--- src/rtl/multicycle_ctrl.sv ---
// Control FSM for the multi-cycle RV32I core: sequences register load enables,
// the register-file write and a single-request memory handshake with timeout.
module multicycle_ctrl #(
  parameter int TIMEOUT = 16,
  parameter int CNT_W   = 5
) (
  input  logic       clk,
  input  logic       rst,
  input  logic [6:0] opcode,
  input  logic       branch_taken,
  input  logic       mem_ready,
  output logic       mem_req,
  output logic       mem_we,
  output logic       pc_en,
  output logic       pc_src,
  output logic       ir_en,
  output logic       alu_en,
  output logic       mdr_en,
  output logic       rf_we,
  output logic       retire,
  output logic       halted,
  output logic       illegal,
  output logic       bus_err,
  output logic [2:0] state
);

  localparam logic [2:0] S_FETCH     = 3'd0;
  localparam logic [2:0] S_DECODE    = 3'd1;
  localparam logic [2:0] S_EXECUTE   = 3'd2;
  localparam logic [2:0] S_MEM       = 3'd3;
  localparam logic [2:0] S_WRITEBACK = 3'd4;
  localparam logic [2:0] S_HALT      = 3'd5;
  localparam logic [2:0] S_TRAP      = 3'd6;

  localparam logic [6:0] OP_OP     = 7'b0110011;
  localparam logic [6:0] OP_IMM    = 7'b0010011;
  localparam logic [6:0] OP_LUI    = 7'b0110111;
  localparam logic [6:0] OP_AUIPC  = 7'b0010111;
  localparam logic [6:0] OP_JAL    = 7'b1101111;
  localparam logic [6:0] OP_JALR   = 7'b1100111;
  localparam logic [6:0] OP_BRANCH = 7'b1100011;
  localparam logic [6:0] OP_LOAD   = 7'b0000011;
  localparam logic [6:0] OP_STORE  = 7'b0100011;
  localparam logic [6:0] OP_SYSTEM = 7'b1110011;

  // Last wait-counter value before a stalled request traps (unused when TIMEOUT is 0).
  localparam int               LIMIT   = (TIMEOUT > 0) ? TIMEOUT - 1 : 0;
  localparam logic [CNT_W-1:0] LIMIT_C = LIMIT[CNT_W-1:0];

  logic [2:0]       state_q, state_d;
  logic [CNT_W-1:0] wait_cnt_q, wait_cnt_d;
  logic             illegal_q, illegal_d;
  logic             bus_err_q, bus_err_d;
  logic             is_legal;
  logic             timeout_hit;

  always_comb begin
    is_legal = 1'b0;
    case (opcode)
      OP_OP, OP_IMM, OP_LUI, OP_AUIPC, OP_JAL, OP_JALR,
      OP_BRANCH, OP_LOAD, OP_STORE: is_legal = 1'b1;
      default: is_legal = 1'b0;
    endcase
  end

  assign timeout_hit = (TIMEOUT != 0) && (wait_cnt_q == LIMIT_C) && !mem_ready;

  always_comb begin
    state_d   = state_q;
    illegal_d = illegal_q;
    bus_err_d = bus_err_q;
    mem_req   = 1'b0;
    mem_we    = 1'b0;
    pc_en     = 1'b0;
    pc_src    = 1'b0;
    ir_en     = 1'b0;
    alu_en    = 1'b0;
    mdr_en    = 1'b0;
    rf_we     = 1'b0;
    retire    = 1'b0;

    case (state_q)
      S_FETCH: begin
        mem_req = 1'b1;
        if (mem_ready) begin
          ir_en   = 1'b1;
          state_d = S_DECODE;
        end else if (timeout_hit) begin
          state_d   = S_TRAP;
          bus_err_d = 1'b1;
        end
      end
      S_DECODE: begin
        if (opcode == OP_SYSTEM) begin
          state_d = S_HALT;
        end else if (is_legal) begin
          state_d = S_EXECUTE;
        end else begin
          state_d   = S_TRAP;
          illegal_d = 1'b1;
        end
      end
      S_EXECUTE: begin
        alu_en = 1'b1;
        if (opcode == OP_LOAD || opcode == OP_STORE) begin
          state_d = S_MEM;
        end else if (opcode == OP_BRANCH) begin
          pc_en   = 1'b1;
          pc_src  = branch_taken;
          retire  = 1'b1;
          state_d = S_FETCH;
        end else begin
          state_d = S_WRITEBACK;
        end
      end
      S_MEM: begin
        mem_req = 1'b1;
        mem_we  = (opcode == OP_STORE);
        if (mem_ready) begin
          if (opcode == OP_STORE) begin
            pc_en   = 1'b1;
            retire  = 1'b1;
            state_d = S_FETCH;
          end else begin
            mdr_en  = 1'b1;
            state_d = S_WRITEBACK;
          end
        end else if (timeout_hit) begin
          state_d   = S_TRAP;
          bus_err_d = 1'b1;
        end
      end
      S_WRITEBACK: begin
        rf_we   = 1'b1;
        pc_en   = 1'b1;
        pc_src  = (opcode == OP_JAL) || (opcode == OP_JALR);
        retire  = 1'b1;
        state_d = S_FETCH;
      end
      S_HALT, S_TRAP: state_d = state_q;
      default: state_d = S_FETCH;
    endcase

    if (state_d != state_q) begin
      wait_cnt_d = '0;
    end else if ((state_q == S_FETCH || state_q == S_MEM) && !mem_ready) begin
      wait_cnt_d = wait_cnt_q + CNT_W'(1);
    end else begin
      wait_cnt_d = wait_cnt_q;
    end

    // Reset aborts any in-flight handshake within the same cycle.
    if (rst) begin
      state_d    = S_FETCH;
      wait_cnt_d = '0;
      illegal_d  = 1'b0;
      bus_err_d  = 1'b0;
      mem_req    = 1'b0;
      mem_we     = 1'b0;
      pc_en      = 1'b0;
      pc_src     = 1'b0;
      ir_en      = 1'b0;
      alu_en     = 1'b0;
      mdr_en     = 1'b0;
      rf_we      = 1'b0;
      retire     = 1'b0;
    end
  end

  always_ff @(posedge clk) begin
    if (rst) begin
      state_q    <= S_FETCH;
      wait_cnt_q <= '0;
      illegal_q  <= 1'b0;
      bus_err_q  <= 1'b0;
    end else begin
      state_q    <= state_d;
      wait_cnt_q <= wait_cnt_d;
      illegal_q  <= illegal_d;
      bus_err_q  <= bus_err_d;
    end
  end

  assign halted  = (state_q == S_HALT) && !rst;
  assign illegal = illegal_q && !rst;
  assign bus_err = bus_err_q && !rst;
  assign state   = state_q;

endmodule

--- config.mk ---
export PLATFORM = sky130hd
export DESIGN_NAME = multicycle_ctrl
export DESIGN_NICKNAME = d
export VERILOG_FILES = /design/src/rtl/multicycle_ctrl.sv
export SDC_FILE = /design/constraint.sdc
export NUM_CORES = 1
export LEC_CHECK = 0
export ABC_AREA = 1
export CAP_MARGIN = 20
export CORE_MARGIN = 2
export CORE_UTILIZATION = 40
export CTS_CLUSTER_SIZE = 28
export DETAILED_ROUTE_END_ITERATION = 12
export HOLD_SLACK_MARGIN = 0.03
export PLACE_DENSITY = 0.73
export SLEW_MARGIN = 10
export SYNTH_ARGS = -nofsm -noshare
export SYNTH_HDL_FRONTEND = slang
export SYNTH_SLANG_ARGS = --single-unit
--- constraint.sdc ---
create_clock -name clk -period 2.15 [get_ports clk]
set_clock_uncertainty 0.2 [all_clocks]
set_input_delay 0.645 -clock clk [delete_from_list [all_inputs] [get_ports clk]]
set_output_delay 0.645 -clock clk [all_outputs]
set_load 0.005 [all_outputs]
==> metrics.txt, run 1 <==
status aborted with a tool error; Exit stage global routing (5_1_grt); tool error [ERROR GRT-0232] Routing congestion too high. Check the congestion heatmap in the GUI.; Synth Net Count 154; worst ep type primary output; dpl cell area 0.00145 mm2; clock buffer depth 2; simple-gate portion of the synthesized area 50.2%; RD Place Congestion 0.886; die height 50.6 um; CTS Buf Count 3; Port Buf Inserts 25; row cnt 16; Syn Area/Cell 6.17 um2; Compound-Gate Fraction of Synth Area 7.48%; synthesized cell area 870 um2; XOR/XNOR share of the synthesized area 3.02%; largest net degree at the start of global routing 9; Root Buffer clkbuf_4; mux cell area share after synthesis 1.29%; HPWL Detailed 2.12 mm; Syn. warnings 0; number of clock sinks 10; largest family of logic cells by synthesized area simple AND/OR/NAND/NOR gates; synth unique cells 25; IO Count 26; GR Overflow Total 6; post-synthesis sequential area ratio 23.0%; htree depth 1; adder-cell share of the synthesized area 2.88%; flops & latches, synth 10; cells after synthesis 141; last worst endpoint in the global-route repair_timing pc_en; GRT Total Usage 64.8%; Initial Utilization 43.4%; pre-CTS WS -1140 ps; Die X 50.6 um
## kinds of logic after synthesis
kind of cell | after synthesis
AOI/OAI and AO/OA | 11
muxes | 1
adders and majority gates | 2
DFF | 10
xor gates and xnor gates | 3
buffers and inverters | 27
and+or+nand+nor | 87
## cell usage after synthesis, drive strengths merged
cell type,number,area [um2]
nor2,29,126
nand3,19,135
nor3,4,20.0
nand4,3,18.8
a31oi,1,6.26
o211ai,2,15.0
xnor2,2,17.5
inv,25,93.8
dfxtp,10,200
nor4,1,6.26
clkbuf,1,3.75
nand3b,1,7.51
xor2,1,8.76
mux2,1,11.3
ha,2,25.0
o21ai,4,20.0
a21oi,3,15.0
a2bb2oi,1,8.76
nand2,30,123
buf,1,7.51
## per-layer routing
metal | global-route usage (%) | GRT overflow
met4 | 65.8 | 3
met2 | 84.4 | 3
met1 | 67.7 | 0
met5 | 0 | 0
met3 | 40.8 | 0
## metrics by stage
step	hold slack [ps]	cells
floorplan	236	141
global placement	243	226
detailed placement	249	226
CTS	258	252
## timing repair
item                       in CTS
pin swaps                      18
gates cloned                    0
gates resized for setup       140
hold buffers                    0
setup endpoints to repair      20
setup buffers                  24
==> run 2, diff against run 1 <==
- CORE_AREA: not set -> 2 2 63 65
- CORE_MARGIN: 2 -> not set
- CORE_UTILIZATION: 40 -> not set
- CTS_CLUSTER_SIZE: 28 -> not set
- DIE_AREA: not set -> 0 0 65 67
- HOLD_SLACK_MARGIN: 0.03 -> not set
- PLACE_DENSITY: 0.73 -> not set
- PLACE_DENSITY_LB_ADDON: not set -> 0.15
- clock period: 2.15 -> 2.8 ns (I/O delays scaled with it)
==> run 2 against run 1 <==
Effect of this change:
- the run now ends clean
- synthesized cell count unchanged
- synthesized area unchanged
==> metrics.txt, run 2 <==
Via density 4.40; final hold violations 0; htree depth 1 (unchanged); number of DRC markers in iteration 0 25; via count 1099; Worst-Skew Late Latency 230 ps; number of clock sinks 10 (unchanged); Synth Net Count 154 (unchanged); CTS Buf Count 3 (unchanged); cells after synthesis 141 (unchanged); Port Buf Inserts 25 (unchanged); Max Fclk 0.358 GHz; layout cells sized above 1 46.0%; CTS tree done; Root Buffer clkbuf_8; Worst-path clk slew 50 ps; flops & latches, synth 10 (unchanged); largest family of logic cells by synthesized area simple AND/OR/NAND/NOR gates; ranking of synthesized cells by area dfxtp_1 23%, nand2_1 11%, inv_1 10%, nor2_1 10%, nand3_2 9.2%; Top cell by count, worst path buf_4; list of most frequent post-synthesis cells 26 x nand2_1, 24 x inv_1, 24 x nor2_1, 11 x nand3_1, 10 x dfxtp_1; post-layout minimum cycle time 2790 ps; Syn Area/Cell 6.17 um2 (unchanged); post-synth top area cell dfxtp_1; Buf+Inv Stages, Crit Path 4; Synth async-reset ratio 0% (unchanged); Max stage delay cell, worst path buf_4; Critical Path AT 1750 ps; synth unique cells 25 (unchanged); slew at the pin closest to its max-slew limit 299 ps; register share of total power 28.4%; Power Total 0.565 mW; synth-to-layout area growth 80.6%; largest net degree at the start of global routing 8; adder-cell share of the synthesized area 2.88% (unchanged); fin nets 216; combinational power share 40.4%; Leak 0.761 nW; GR Overflow Total 0; Worst Path Required 1760 ps; clock buffer depth 2 (unchanged); HPWL Detailed 2.06 mm (-2.9%); commonest non-fill, non-tap cell in the layout buf_4; setup ws final 8.80 ps; Tcrit/Tclk final 99.7%; pre-CTS WS -837 ps (+301 ps); max reg flops 5; unrepaired setup endpoints after global routing yes; final WL 2.75 mm; Final ANT Viol Nets 0; Die X 65 um (+28%); Hold Buf Count CTS 0 (unchanged); Setup CP Type primary input to output pin; PD cells 360 mW/mm2; core area 0.00361 mm2; Compound-Gate Fraction of Synth Area 7.48% (unchanged); XOR/XNOR share of the synthesized area 3.02% (unchanged); CP cell instances buf_4, nor2_2, nand3b_1, buf_4, buf_4, nor3_2, buf_2; IR Drop Worst-Case VDD 0.000255 V; first-pass GRT wire length 4.62 mm; Initial Utilization 24.1% (-19 points); row cnt 22 (+6); post-synthesis sequential area ratio 23.0% (unchanged); synthesized cell area 870 um2 (unchanged); Net Sw Power 0.186 mW; GRT Total Usage 13.5%; max-slew violations 0; Most flops, register wait_cnt_q; die height 67 um (+32%); type of the most critical hold path register to register; most frequent cells in the layout 33 x buf_4, 23 x nand2_1, 21 x inv_1, 18 x nor2_1, 10 x dfxtp_1; Main synth FF type dfxtp_1; mux cell area share after synthesis 1.29% (unchanged); drt pass-1 iters 4; routed wire length per instance 11.0 um; Clk pwr share 31.1%; Max Cap Viol 0; top-count cell post-synth nand2_1; simple-gate portion of the synthesized area 50.2% (unchanged); # diodes 0; top cell type's share of synthesized area 23.0% (unchanged); IO Count 26 (unchanged); critical path startpoint category primary input; delay of the slowest cell on the worst path 150 ps; initial antenna violation count 0; switch share 33.0%; Syn. warnings 0 (unchanged); DRC viols 0; status completed; Post-synth EDFFs 0 (unchanged); crit-path leading delay family buffers and inverters; Slew headroom 80.0%; Finish-stage setup viols 0; Int Power 0.378 mW; crit end category output pin; worst-path maximum fanout 3; total die area 0.00436 mm2; vias in the first global route 1123; RD Place Congestion 0.795 (-10%)
[run 2: worst min-delay path, stage by stage (launching register included)]
cell	delay (ps)
dfxtp_1	290
inv_1	60
a21oi_1	60
[run 2: metrics by stage]
step	instance area, um2	hold slack [ps]	instances	utilization (%)	setup TNS [ps]
2_1_floorplan	870	236	141	-	0
3_3_place_gp	1360	255	237	37.6	-6290
3_5_place_dp	1360	256	237	37.6	-6360
4_1_cts	1500	263	248	41.5	0
5_1_grt	1570	309	250	43.5	-235
6_report	1570	256	250	43.5	0
[run 2: layer usage]
layer / wire length, um / track usage [%] / up-vias
li1: - / - / 575
met4: 21 / 4.26 / 0
met2: 1420 / 24.2 / 19
met5: 0 / 0 / -
met1: 1200 / 16.1 / 503
met3: 104 / 2.70 / 2
[run 2: power groups by stage]
stage                     registers [mW]  clock network [mW]  logic, mW
after global routing               0.162               0.189      0.253
after floorplan                    0.166                   0      0.106
after global placement             0.163                   0      0.206
after CTS                          0.160               0.182      0.213
after detailed placement           0.163                   0      0.208
final                              0.161               0.176      0.228
[run 2: cell families (layout without fill, tap and decap cells)]
logic type | after synthesis | count (layout)
xor+xnor | 3 | 3
simple gates | 87 | 87
buf+inv | 27 | 88
compound gates | 11 | 11
mux | 1 | 1
fa+ha+maj | 2 | 2
flops | 10 | 10
[run 2: final timing paths]
path | from | to | slack, ps | cells past startpoint
setup / recovery | opcode[3] | mem_we | 9 | 7
hold / removal | illegal_q | illegal_q | 260 | 2
setup reg to reg | wait_cnt_q[0] | wait_cnt_q[3] | 770 | 13
hold reg to reg | illegal_q | illegal_q | 260 | 2
[run 2: cell type report]
type                       instances  area, um2
fill                             379       2040
multi-input combinational        104        687
timing repair buffer              59        472
sequential                        10        200
inverter                          25       96.3
tap                               48       60.1
clock buffer                       4       55.1
[run 2: timing repair]
action	4_1_cts	5_1_grt
pin swaps	12	7
endpoints found under the setup margin	12	9
setup buffers	7	2
resized for setup	83	20
No activity file was read; power rests on OpenSTA's default activity.
==> run 3, diff against run 2 <==
- MAX_ROUTING_LAYER: not set -> met4
- PLACE_DENSITY_LB_ADDON: 0.15 -> not set
==> run 3 against run 2 <==
Effect of this change:
- the run now ends with setup timing left
- sequential power is 2% lower
- die area stayed put
- sequential share of layout area is 0.31 points lower
- hold slack better by 2.8 ps
- final cell count is 1.6% higher
- maximum frequency is 2.8% lower
- cell area is 2.5% higher
- critical endpoint is now pc_src
- largest cell class unchanged
- largest power group unchanged
==> metrics.txt, run 3 (synthesis gave the netlist of run 2 again) <==
status finished, violations left; failing checks setup timing; Slew headroom 82.1% (+2.0 points); met2 Use GR 24.0% (-0.26 points); row cnt 22 (unchanged); number of clock sinks 10 (unchanged); Finished Layout Cells 254 (+1.6%); slew at the pin closest to its max-slew limit 268 ps (-31.5 ps); Initial Utilization 24.1% (unchanged); sequential cell area 200 um2 (unchanged); Worst Path Required 1760 ps (about the same); Tcrit/Tclk final 103% (+2.9 points); critical path startpoint category primary input; GRT busiest layer met2; Root Buffer clkbuf_8; setup ws final -71.9 ps (-80.7 ps); CP Depth 9 (+2); most frequent cells in the layout 36 x buf_4, 21 x inv_1, 20 x nand2_1, 18 x nor2_1; worst setup path end pc_src; GRT Total Usage 13.4% (-0.16 points); total die area 0.00436 mm2 (unchanged); met3 GRT Util 3.55% (+0.84 points); Setup CP Type primary input to output pin; type of the most critical hold path register to register; worst hold path depth 2 (unchanged); CP cell instances buf_8, inv_4, nand3_4, nor4_4, buf_4, buf_6, nand2_2, a2bb2oi_2, buf_2; layout cells sized above 1 47.1% (+1.0 points); htree depth 1 (unchanged); Port Buf Inserts 25 (unchanged); Most flops, register wait_cnt_q; routed wire length per instance 10.1 um (-8.6%); # diodes 0 (unchanged); RD Place Congestion 0.766 (-3.6%); Buf+Inv Stages, Crit Path 5 (+1); crit end category output pin; max reg flops 5 (unchanged); initial antenna violation count 0 (unchanged); R2R depth 13 (unchanged); fin util 44.6% (+1.1 points); CTS tree done; unrepaired setup endpoints after global routing yes; Finish-stage setup viols 3 (+3); Setup TNS -212 ps (-212 ps); Placed Cells 239 (+0.84%); Max Cap Viol 0 (unchanged); worst-path maximum fanout 4 (+1); CP Launch Point opcode[4]; Worst-path clk slew 60 ps (about the same); vias in the first global route 1067 (-5.0%); first-pass GRT wire length 4.46 mm (-3.6%); max-slew violations 0 (unchanged); Die X 65 um (unchanged); commonest non-fill, non-tap cell in the layout buf_4; drt pass-1 iters 4 (unchanged); R2R Path Start wait_cnt_q[0]; PD cells 362 mW/mm2 (+0.67%); via count 1081 (-1.6%); synth-to-layout area growth 85.0%; final hold violations 0 (unchanged); final WL 2.55 mm (-7.1%); fin nets 220 (+1.9%); Worst-Skew Late Latency 240 ps (about the same); Final ANT Viol Nets 0 (unchanged); IO Count 26 (unchanged); post-layout minimum cycle time 2870 ps (+80.7 ps); Max stage delay cell, worst path nor4_4; Max Fclk 0.348 GHz (-2.8%); clock buffer depth 2 (unchanged); reg-to-reg endpoint wait_cnt_q[4]; HPWL Detailed 1.87 mm (-9.5%); core area 0.00361 mm2 (unchanged); reg2reg setup slack 790 ps (+20 ps); Critical Path AT 1830 ps (+80 ps); IR Drop Worst-Case VDD 0.000220 V (-14%); number of DRC markers in iteration 0 34 (+36%); delay of the slowest cell on the worst path 270 ps (+120 ps); Multi-input gate area 679 um2 (-1.1%); Filler Cell Count 365 (-3.7%); Leak 0.773 nW (+1.6%); GR Overflow Total 0 (unchanged); Via density 4.26 (-3.2%); Power Total 0.583 mW (+3.2%); met1 global-route usage 15.1% (-1.0 points); largest net degree at the start of global routing 8 (unchanged); DRC viols 0 (unchanged); die height 67 um (unchanged); final hold slack 259 ps (+2.81 ps); CTS Buf Count 3 (unchanged); crit-path leading delay family buffers and inverters
run 3: cell types whose count changed in the layout (fill, tap and decap cells not counted), moves of 3 or more:
cell	previous run	this run
buf_4	33	36
nand2_1	23	20
nor2_2	8	5
nand2_2	5	9
buf_6	4	7
nor2_4	3	6
run 3: area by class of cell:
class / instances / share of cell area, %
Multi-Input combinational cell: 104 / 42.2
Clock buffer: 4 / 3.42
Timing Repair Buffer: 63 / 32.2
Inverter: 25 / 5.99
Sequential cell: 10 / 12.4
Tap cell: 48 / 3.73
run 3: tightest hold or removal path: stages, from the launching register on:
cell and delay (ps):
dfxtp_1 300, inv_1 60, a21oi_1 60
run 3: what timing repair did:
action / in CTS / in global routing
hold buffers: 0 / 0
setup buffers: 9 / 2
setup endpoints to repair: 12 / 6
resized for setup: 89 / 13
pin swaps: 11 / 4
endpoints found under the hold margin: 0 / 0
run 3: worst min path at each step:
stage | end | startpoint
CTS | illegal_q | illegal_q
floorplan | illegal_q | illegal_q
global route | illegal_q | illegal_q
global placement | illegal_q | illegal_q
finish | illegal_q | illegal_q
detailed placement | illegal_q | illegal_q
run 3: metrics by stage:
stage	setup WS (ps)	cell area, um2
floorplan	37.9	870
global placement	-814	1370
detailed placement	-870	1370
CTS	-62.8	1560
global route	-131	1610
finish	-71.9	1610
run 3: where the power goes:
group / total [mW] / leakage [nW] / switching (mW) / internal (mW)
Sequential: 0.157 / 0.0812 / 0.00524 / 0.152
Combinational: 0.237 / 0.663 / 0.125 / 0.112
Clock: 0.188 / 0.0288 / 0.0644 / 0.124
Total: 0.583 / 0.773 / 0.194 / 0.388
run 3: routing by layer:
metal | share of wire (%) | wire (um)
met1 | 45 | 1140
met2 | 49 | 1260
met3 | 5.0 | 128
met4 | 1.1 | 27
met5 | 0 | 0
==> run 4, diff against run 3 <==
- clock period: 2.8 -> 2.3 ns (I/O delays scaled with it)
==> run 4 against run 3 <==
Effect of this change:
- the run still ends with setup timing left
- non-clock buffer count increased by 22
- power up 38%
- critical path type is now register to output pin
- critical path depth is 2 higher
- cell area up 13%
- combinational power rose by 59%
- critical endpoint unchanged
- clock-buffer cell count did not move
==> metrics.txt, run 4 (synthesis gave the netlist of run 2 again) <==
status finished, violations left; failing checks setup timing; Setup CP Type register to output pin; Multi-input gate area 729 um2 (+7.4%); crit end category output pin; layout cells sized above 1 59.6% (+13 points); Slew headroom 80.1% (-2.0 points); clock buffer depth 2 (unchanged); R2R Path Start state[0]; largest net degree at the start of global routing 8 (unchanged); worst hold path depth 2 (unchanged); PD cells 442 mW/mm2 (+22%); final WL 2.91 mm (+14%); row cnt 22 (unchanged); via count 1196 (+11%); commonest non-fill, non-tap cell in the layout buf_4; Worst-Skew Late Latency 240 ps (about the same); number of clock sinks 10 (unchanged); R2R depth 14 (+1); Leak 0.891 nW (+15%); Via density 4.33 (+1.8%); register share of total power 25.0% (-2.0 points); most frequent cells in the layout 59 x buf_4, 19 x nand2_1, 17 x inv_1, 15 x nor2_1; IR Drop Worst-Case VDD 0.000157 V (-29%); Worst-path clk slew 50 ps (about the same); type of the most critical hold path register to register; first-pass GRT wire length 4.71 mm (+5.6%); htree depth 1 (unchanged); Tcrit/Tclk final 108%; Setup TNS -619 ps (-407 ps); core area 0.00361 mm2 (unchanged); vias in the first global route 1121 (+5.1%); WHS Endpoint illegal_q; GR Overflow Total 0 (unchanged); die height 67 um (unchanged); Root Buffer clkbuf_8; GRT Total Usage 13.9% (+0.58 points); critical path startpoint category register; Max Fclk 0.402 GHz; Final ANT Viol Nets 0 (unchanged); CTS tree done; Finished Layout Cells 276 (+8.7%); unrepaired setup endpoints after global routing yes; DRC viols 0 (unchanged); Max Cap Viol 0 (unchanged); Most flops, register wait_cnt_q; routed wire length per instance 10.5 um (+4.9%); initial antenna violation count 0 (unchanged); Port Buf Inserts 25 (unchanged); RD Place Congestion 0.817 (+6.7%); met3 GRT Util 1.86% (-1.7 points); max reg flops 5 (unchanged); CTS Buf Count 3 (unchanged); HPWL Detailed 1.98 mm (+6.0%); Initial Utilization 24.1% (unchanged); met1 global-route usage 17.6% (+2.5 points); final hold violations 0 (unchanged); Clk pwr share 27.9% (-4.5 points); reg-to-reg endpoint wait_cnt_q[2]; Die X 65 um (unchanged); Net Sw Power 0.265 mW (+36%); sequential cell area 209 um2 (+4.4%); IO Count 26 (unchanged); HP Start illegal_q; synth-to-layout area growth 109%; total die area 0.00436 mm2 (unchanged); Finish-stage setup viols 6 (+3); setup ws final -185 ps (-113 ps); worst-path maximum fanout 2 (-2); Filler Cell Count 349 (-4.4%); max-slew violations 0 (unchanged); combinational power share 47.1% (+6.4 points); post-layout minimum cycle time 2480 ps; met2 Use GR 23.2% (-0.77 points); Critical Path AT 1590 ps (-240 ps); number of DRC markers in iteration 0 49 (+44%); fin nets 242 (+10%); GRT busiest layer met2; slew at the pin closest to its max-slew limit 297 ps (+29.3 ps); CP Launch Point state[0]; Hold Buf Count CTS 0 (unchanged); drt pass-1 iters 4 (unchanged); switch share 33.0% (-0.32 points); # diodes 0 (unchanged); Worst Path Required 1410 ps (-350 ps); reg2reg setup slack 220 ps (-570 ps); Placed Cells 254 (+6.3%); Int Power 0.538 mW (+38%)
-- run 4: timing repair --
| item | CTS | global route |
|---|---|---|
| pin swaps | 16 | 12 |
| buffers inserted | 15 | 5 |
| endpoints found under the setup margin | 18 | 14 |
| gates resized for setup | 102 | 24 |
-- run 4: worst max path at each step --
stage	endpoint	slack, ps	cells past startpoint
after floorplan	retire	-10	6
after global placement	pc_en	-1010	7
after detailed placement	pc_en	-1040	7
after CTS	pc_src	-180	7
after global routing	pc_src	-260	9
final	pc_src	-180	11
-- run 4: layer usage --
metal	wire length, um	part of all wire (%)
met5	0	0
met4	29	1.0
met3	80	2.7
met2	1480	51
met1	1320	45
-- run 4: layout make-up --
type / count / share of cell area, %
flip-flops and latches: 10 / 11.5
clock buffers: 4 / 3.03
multi-input cells: 104 / 40.1
repair buffers: 85 / 36.6
inverters: 25 / 5.44
well taps: 48 / 3.30
-- run 4: stage by stage --
stage	worst slack (ps)	util (%)	instance area [um2]	total power [mW]	hold WS (ps)
after floorplan	-12.4	-	903	0.335	236
after CTS	-176	47.7	1720	0.767	254
final	-185	50.4	1820	0.803	254
after global placement	-1010	42.1	1520	0.507	242
after detailed placement	-1040	42.1	1520	0.508	247
after global routing	-264	50.4	1820	0.859	290
-- run 4: power groups by stage --
stage / Sequential [mW] / Combinational, mW / Clock, mW
2_1_floorplan: 0.202 / 0.133 / 0
3_3_place_gp: 0.201 / 0.306 / 0
3_5_place_dp: 0.200 / 0.308 / 0
4_1_cts: 0.200 / 0.338 / 0.229
5_1_grt: 0.202 / 0.411 / 0.246
6_report: 0.200 / 0.378 / 0.224
-- run 4: critical path, cell delays in order (launching register included) --
cell,delay (ps)
dfxtp_4,350
inv_4,60
nand2_4,50
nor2_4,90
inv_2,50
buf_4,140
nor2_4,80
buf_4,110
buf_4,90
buf_4,90
a2bb2oi_2,130
buf_2,120
